$ cat src/rtl/mips_pkg.sv
// Shared opcode constants, state encoding and width defaults for the MIPS-style pipeline.
package mips_pkg;

  localparam int unsigned DATA_W_DEF = 32;
  localparam int unsigned REG_AW_DEF = 5;

  localparam logic [5:0] OP_RTYPE = 6'b000000;
  localparam logic [5:0] OP_J     = 6'b000010;
  localparam logic [5:0] OP_BEQ   = 6'b000100;
  localparam logic [5:0] OP_BNE   = 6'b000101;
  localparam logic [5:0] OP_ADDI  = 6'b001000;
  localparam logic [5:0] OP_ANDI  = 6'b001100;
  localparam logic [5:0] OP_LW    = 6'b100011;
  localparam logic [5:0] OP_SW    = 6'b101011;

  typedef enum logic {IDLE, REQ} mem_state_e;

  function automatic logic is_mem_op(input logic [5:0] op);
    return (op == OP_LW) || (op == OP_SW);
  endfunction

endpackage

$ cat src/rtl/mem_bus_ctrl.sv
// Data-memory bus sequencer: holds one request stable until mem_ready, aborts after TIMEOUT cycles.
module mem_bus_ctrl
  import mips_pkg::*;
#(
  parameter int unsigned DATA_W  = DATA_W_DEF,
  parameter int unsigned TIMEOUT = 16
) (
  input  logic              clk,
  input  logic              rst_n,
  input  logic              start,
  input  logic              start_we,
  input  logic [DATA_W-1:0] start_addr,
  input  logic [DATA_W-1:0] start_wdata,
  input  logic              mem_ready,
  output logic              busy,
  output logic              done,
  output logic              abort,
  output logic              mem_req,
  output logic              mem_we,
  output logic [DATA_W-1:0] mem_addr,
  output logic [DATA_W-1:0] mem_wdata
);

  localparam int unsigned CntW = (TIMEOUT > 1) ? $clog2(TIMEOUT) : 1;
  localparam logic [CntW-1:0] CntLast = CntW'(TIMEOUT - 1);

  mem_state_e        state_q, state_d;
  logic [CntW-1:0]   cnt_q, cnt_d;
  logic              we_q;
  logic [DATA_W-1:0] addr_q, wdata_q;

  always_comb begin
    state_d = state_q;
    cnt_d   = cnt_q;
    done    = 1'b0;
    abort   = 1'b0;
    unique case (state_q)
      IDLE: begin
        cnt_d = '0;
        if (start) state_d = REQ;
      end
      REQ: begin
        // A ready on the final counted cycle still completes normally.
        if (mem_ready) begin
          done    = 1'b1;
          state_d = IDLE;
          cnt_d   = '0;
        end else if (cnt_q == CntLast) begin
          abort   = 1'b1;
          state_d = IDLE;
          cnt_d   = '0;
        end else begin
          cnt_d = cnt_q + 1'b1;
        end
      end
    endcase
  end

  always_ff @(posedge clk or negedge rst_n) begin
    if (!rst_n) begin
      state_q <= IDLE;
      cnt_q   <= '0;
      we_q    <= 1'b0;
      addr_q  <= '0;
      wdata_q <= '0;
    end else begin
      state_q <= state_d;
      cnt_q   <= cnt_d;
      if (start && (state_q == IDLE)) begin
        we_q    <= start_we;
        addr_q  <= start_addr;
        wdata_q <= start_wdata;
      end
    end
  end

  assign busy      = (state_q == REQ);
  assign mem_req   = busy;
  assign mem_we    = we_q;
  assign mem_addr  = addr_q;
  assign mem_wdata = wdata_q;

endmodule

$ cat src/rtl/mem_stage.sv
// Memory stage: decodes the ALU result, runs LW/SW on the data bus, resolves branches and
// registers the writeback result.
module mem_stage
  import mips_pkg::*;
#(
  parameter int unsigned DATA_W  = DATA_W_DEF,
  parameter int unsigned REG_AW  = REG_AW_DEF,
  parameter int unsigned TIMEOUT = 16
) (
  input  logic              clk,
  input  logic              rst_n,
  input  logic              in_valid,
  output logic              in_ready,
  input  logic [5:0]        in_opcode,
  input  logic [DATA_W-1:0] in_alu,
  input  logic [DATA_W-1:0] in_store,
  input  logic [REG_AW-1:0] in_rd,
  input  logic              in_wen,
  output logic              mem_req,
  output logic              mem_we,
  output logic [DATA_W-1:0] mem_addr,
  output logic [DATA_W-1:0] mem_wdata,
  input  logic              mem_ready,
  input  logic [DATA_W-1:0] mem_rdata,
  output logic              wb_valid,
  output logic              wb_wen,
  output logic [REG_AW-1:0] wb_rd,
  output logic [DATA_W-1:0] wb_data,
  output logic              br_taken,
  output logic [DATA_W-1:0] br_target,
  output logic              mem_err
);

  logic busy, done, abort, accept, misaligned, start;

  assign in_ready   = !busy;
  assign accept     = in_valid && in_ready;
  assign misaligned = (in_alu[1:0] != 2'b00);
  assign start      = accept && is_mem_op(in_opcode) && !misaligned;

  mem_bus_ctrl #(
    .DATA_W  (DATA_W),
    .TIMEOUT (TIMEOUT)
  ) u_bus (
    .clk         (clk),
    .rst_n       (rst_n),
    .start       (start),
    .start_we    (in_opcode == OP_SW),
    .start_addr  (in_alu),
    .start_wdata (in_store),
    .mem_ready   (mem_ready),
    .busy        (busy),
    .done        (done),
    .abort       (abort),
    .mem_req     (mem_req),
    .mem_we      (mem_we),
    .mem_addr    (mem_addr),
    .mem_wdata   (mem_wdata)
  );

  // Destination info of the in-flight load/store, needed when the bus completes.
  logic              pend_lw_q, pend_wen_q;
  logic [REG_AW-1:0] pend_rd_q;

  logic              wb_valid_q, wb_valid_d, wb_wen_q, wb_wen_d;
  logic [REG_AW-1:0] wb_rd_q, wb_rd_d;
  logic [DATA_W-1:0] wb_data_q, wb_data_d, br_target_q, br_target_d;
  logic              br_taken_q, br_taken_d, mem_err_q, mem_err_d;

  always_comb begin
    wb_valid_d  = 1'b0;
    wb_wen_d    = wb_wen_q;
    wb_rd_d     = wb_rd_q;
    wb_data_d   = wb_data_q;
    br_taken_d  = 1'b0;
    br_target_d = br_target_q;
    mem_err_d   = 1'b0;
    if (accept) begin
      unique case (in_opcode)
        OP_RTYPE, OP_ADDI, OP_ANDI: begin
          wb_valid_d = 1'b1;
          wb_wen_d   = in_wen;
          wb_rd_d    = in_rd;
          wb_data_d  = in_alu;
        end
        OP_BEQ, OP_BNE: begin
          wb_valid_d = 1'b1;
          wb_wen_d   = 1'b0;
          wb_rd_d    = in_rd;
          br_taken_d = (in_alu != '0);
          if (in_alu != '0) br_target_d = in_alu;
        end
        OP_J: begin
          wb_valid_d  = 1'b1;
          wb_wen_d    = 1'b0;
          wb_rd_d     = in_rd;
          br_taken_d  = 1'b1;
          br_target_d = in_alu;
        end
        OP_LW, OP_SW: begin
          // Aligned accesses retire later from the bus; misaligned ones fault immediately.
          if (misaligned) begin
            wb_valid_d = 1'b1;
            wb_wen_d   = 1'b0;
            wb_rd_d    = in_rd;
            wb_data_d  = '0;
            mem_err_d  = 1'b1;
          end
        end
        default: begin
          wb_valid_d = 1'b1;
          wb_wen_d   = 1'b0;
          wb_rd_d    = in_rd;
        end
      endcase
    end else if (done) begin
      wb_valid_d = 1'b1;
      wb_wen_d   = pend_lw_q && pend_wen_q;
      wb_rd_d    = pend_rd_q;
      wb_data_d  = pend_lw_q ? mem_rdata : '0;
    end else if (abort) begin
      wb_valid_d = 1'b1;
      wb_wen_d   = 1'b0;
      wb_rd_d    = pend_rd_q;
      wb_data_d  = '0;
      mem_err_d  = 1'b1;
    end
  end

  always_ff @(posedge clk or negedge rst_n) begin
    if (!rst_n) begin
      pend_lw_q   <= 1'b0;
      pend_wen_q  <= 1'b0;
      pend_rd_q   <= '0;
      wb_valid_q  <= 1'b0;
      wb_wen_q    <= 1'b0;
      wb_rd_q     <= '0;
      wb_data_q   <= '0;
      br_taken_q  <= 1'b0;
      br_target_q <= '0;
      mem_err_q   <= 1'b0;
    end else begin
      if (start) begin
        pend_lw_q  <= (in_opcode == OP_LW);
        pend_wen_q <= in_wen;
        pend_rd_q  <= in_rd;
      end
      wb_valid_q  <= wb_valid_d;
      wb_wen_q    <= wb_wen_d;
      wb_rd_q     <= wb_rd_d;
      wb_data_q   <= wb_data_d;
      br_taken_q  <= br_taken_d;
      br_target_q <= br_target_d;
      mem_err_q   <= mem_err_d;
    end
  end

  assign wb_valid  = wb_valid_q;
  assign wb_wen    = wb_wen_q;
  assign wb_rd     = wb_rd_q;
  assign wb_data   = wb_data_q;
  assign br_taken  = br_taken_q;
  assign br_target = br_target_q;
  assign mem_err   = mem_err_q;

endmodule

$ cat config.mk
export PLATFORM = sky130hd
export DESIGN_NAME = mem_stage
export DESIGN_NICKNAME = d
export VERILOG_FILES = /design/src/rtl/mips_pkg.sv /design/src/rtl/mem_bus_ctrl.sv /design/src/rtl/mem_stage.sv
export SDC_FILE = /design/constraint.sdc
export NUM_CORES = 1
export LEC_CHECK = 0
export BUFFER_PORTS_ARGS = -buffer_cell sky130_fd_sc_hd__buf_4
export CAP_MARGIN = 40
export CORE_ASPECT_RATIO = 0.75
export CORE_MARGIN = 10
export CORE_UTILIZATION = 45
export CTS_BUF_LIST = sky130_fd_sc_hd__clkbuf_2 sky130_fd_sc_hd__clkbuf_4 sky130_fd_sc_hd__clkbuf_8
export DETAILED_ROUTE_END_ITERATION = 10
export PLACE_DENSITY = 0.78
export SYNTH_ARGS = -nofsm -noshare
export SYNTH_HDL_FRONTEND = slang
export SYNTH_SLANG_ARGS = --single-unit
$ cat constraint.sdc
create_clock -name clk -period 1.65 [get_ports clk]
set_input_delay 0.33 -clock clk [delete_from_list [all_inputs] [get_ports clk]]
set_output_delay 0.33 -clock clk [all_outputs]
set_load 0.02 [all_outputs]
==> impl_results.md <==
* CTS Buffer Depth at 2
* Synth cell types at 38
* Flop pwr share at 0.434
* Crit path DAT at 2050 ps
* Clock power share at 0.269
* Final Hold Vio Count at 0
* GRT Total Usage at 0.241
* Ant diodes at 0
* Area growth syn-to-layout at 64.4%
* TNS Setup at -2260 ps
* Final setup viols at 82
* Int Pwr at 0.00728 W
* Sw Share at 0.318
* Slowest stage delay, CP at 410 ps
* CP top delay family: buffers and inverters
* CP max FO at 7
* Area of the core at 13700 um2
* Worst setup margin at -60.6 ps
* Synth area leaders: dfrtp_1, mux2_2, a22o_1, o31ai_1, nand2_1
* GR Util met1 at 0.273
* Htree depth at 4
* Largest net degree at the start of global routing at 47
* Max Slew Vio Count at 0
* Total grt overflow at 0
* Static Leakage at 5.28 nW
* DRT Pass-1 Iters at 5
* Final wirelength at 25000 um
* # DRC at 0
* Period utilisation layout at 1.04
* Final GP Congestion at 0.839
* Clk sinks at 150
* # IOs at 252
* Crit path top cell by count: buf_6
* RSZ-0062 raised after global routing: true
* Antenna-violating nets left at 0
* Max-Cap Viols at 0
* Post-synth ARST share at 1.00
* Cell area after synthesis at 6340 um2
* Ys flop type: dfrtp_1
* Slew HR at 0.678
* Fill count at 852
* Seq/Total Area, Yosys at 0.592
* TritonCTS clock tree: done
* Area leader, netlist: dfrtp_1
* Grt met2 use at 0.393
* Comb power frac at 0.297
* Peak VDD IR at 0.000857 V
* CP startpoint kind: flip-flop
* Syn Inst Count at 489
* Req. time, crit path at 1990 ps
* Critical Path Sink Type: flip-flop
* Vias/cell at 5.44
* GRT busiest layer: met2
* DP Wirelength at 17100 um
* Hold Path Class: in -> reg
* Post-synth top cells: dfrtp_1, mux2_2, nand2_1, inv_1
* PortBufs at 251
* Tightest Pin Transition at 479 ps
* Fmax at 585 MHz
* Outcome: finished, violations left
* Synth Area per Inst at 13.0 um2
* Failing checks: setup timing
* Clock-pin slew on the worst setup and hold paths at 80 ps
* Die Wd at 157 um
* Slowest CP cell: dfrtp_2
* Initial core utilization at 0.461
* Net Sw Power at 0.00340 W
* Yosys reg bits at 150
* Ys Warns at 0
* CTS root buf: clkbuf_8
* Vias in the first global route at 6107
* Most frequent cell after synthesis: dfrtp_1
* Clock buffer count from CTS at 17
* Overall die area at 19300 um2
* Bufs and invs on worst path at 4
* Row Count at 37
* Layout cells sized above 1 at 0.602
* GR Util met3 at 0.118
* Clk_lat worst skew at 460 ps
* Via count at 5571
* Utilization after layout at 0.758
* Share of the synthesized area in the top cell type at 0.592
* Antenna violations before repair at 0
* Pwr per Cell Area at 1020 nW/um2
* Wire per inst at 24.4 um
* Starting DRT DRC Count at 401
* Post-synth EDFFs at 0
* Die H at 123 um
* WS Path Type: reg -> reg
* Crit-path cells: buf_6 -> nor2b_4 -> and4_4 -> buf_6 -> buf_6 -> buf_12 -> mux2_4
* Final Net Count at 950
* Syn_nets at 602
* Min cycle time layout at 1710 ps
* Clock Skew at 7.98 ps
* First-pass GRT wire length at 35500 um
[kinds of logic (layout without fill, tap and decap cells)]
logic type	after synthesis	count (layout)	synth area share
xor+xnor	1	1	0.00138
flops	150	150	0.592
simple gates	83	83	0.0647
buf+inv	67	428	0.0531
mux	101	101	0.179
compound gates	86	86	0.108
fa+ha+maj	1	1	0.00197
[layer usage]
metal | wire (um) | share of wire
met1 | 9430 | 0.38
met2 | 11900 | 0.48
met3 | 3120 | 0.12
met4 | 553 | 0.022
met5 | 0 | 0
[timing repair]
item / in CTS / in global routing
gates cloned: 5 / 7
buffers inserted: 11 / 5
gates resized for setup: 50 / 66
pin swaps: 3 / 3
hold buffers: 1 / 0
hold endpoints to repair: 39 / 0
setup endpoints to repair: 133 / 121
[power groups by stage]
stage	clock network, W	registers [W]	logic (W)
final	0.00287	0.00464	0.00317
after floorplan	0	0.00526	0.000639
after detailed placement	0	0.00467	0.00293
after global placement	0	0.00464	0.00286
after global routing	0.00309	0.00470	0.00336
after CTS	0.00291	0.00461	0.00303
[registers in the layout (all words and copies together) (netlist names), 4 cells and up]
signal / flops
wb_data: 32
u_bus.cnt_q: 4
br_target: 32
u_bus.mem_wdata: 32
pend_rd_q: 5
u_bus.mem_addr: 32
wb_rd: 5
[final timing paths]
path	slack (ps)	depth (start not counted)	start	end
setup / recovery	-60	7	u_bus.busy$_DFF_PN0_	u_bus.mem_wdata[21]$_DFFE_PN0P_
hold / removal	90	2	in_store[29]	u_bus.mem_wdata[29]$_DFFE_PN0P_
setup reg to reg	-60	7	u_bus.busy$_DFF_PN0_	u_bus.mem_wdata[21]$_DFFE_PN0P_
hold reg to reg	520	1	u_bus.mem_addr[2]$_DFFE_PN0P_	u_bus.mem_addr[2]$_DFFE_PN0P_
max in group asynchronous	690	3	rst_n	wb_data[20]$_DFFE_PN0P_
min in group asynchronous	370	2	rst_n	wb_data[25]$_DFFE_PN0P_
[layout by cell type (no fill, tap or decap), types with 2 or more instances in the layout]
master,synthesis,final
a31oi_1,7,6
nor2b_1,4,3
clkbuf_8,0,20
a22o_1,32,32
bufinv_16,0,2
clkbuf_16,0,7
buf_6,6,7
clkinv_4,0,2
nor4_4,0,2
clkinv_2,0,4
nor2_1,6,6
dfrtp_1,150,149
mux2_4,0,101
nand2b_4,0,3
a21oi_1,7,6
buf_16,0,6
nand2_1,44,44
buf_12,0,15
buf_4,6,324
nand2b_1,5,2
nor4_1,10,8
inv_1,36,36
o31ai_1,32,32
or2_2,2,2
clkinvlp_4,0,4
nand4_1,3,3
[worst register-to-register path, stage by stage (launching register included)]
cell and delay (ps):
dfrtp_2 410, buf_6 140, nor2b_4 100, and4_4 250, buf_6 120, buf_6 130, buf_12 140, mux2_4 310
[per-stage QoR]
step                hold WS [ps]  power, W  std cells  worst slack, ps  cell area (um2)
floorplan                   34.4   0.00589        489            -64.6             6460
global placement             294   0.00750        966             -420             9110
detailed placement           302   0.00760        967             -461             9140
CTS                         72.0    0.0106       1015            -47.8             9990
global route                64.5    0.0111       1025            -93.2            10400
finish                      93.9    0.0107       1025            -60.6            10400
[cell type report]
| class | instances | area [um2] | area share |
|---|---|---|---|
| tap | 175 | 219 | 0.0210 |
| clock inverter | 12 | 128 | 0.0122 |
| multi-input combinational | 272 | 2750 | 0.264 |
| sequential | 150 | 3750 | 0.360 |
| inverter | 36 | 135 | 0.0130 |
| clock buffer | 20 | 275 | 0.0264 |
| timing repair buffer | 360 | 3160 | 0.303 |
Note: power is estimated with default switching activity, not from simulation.
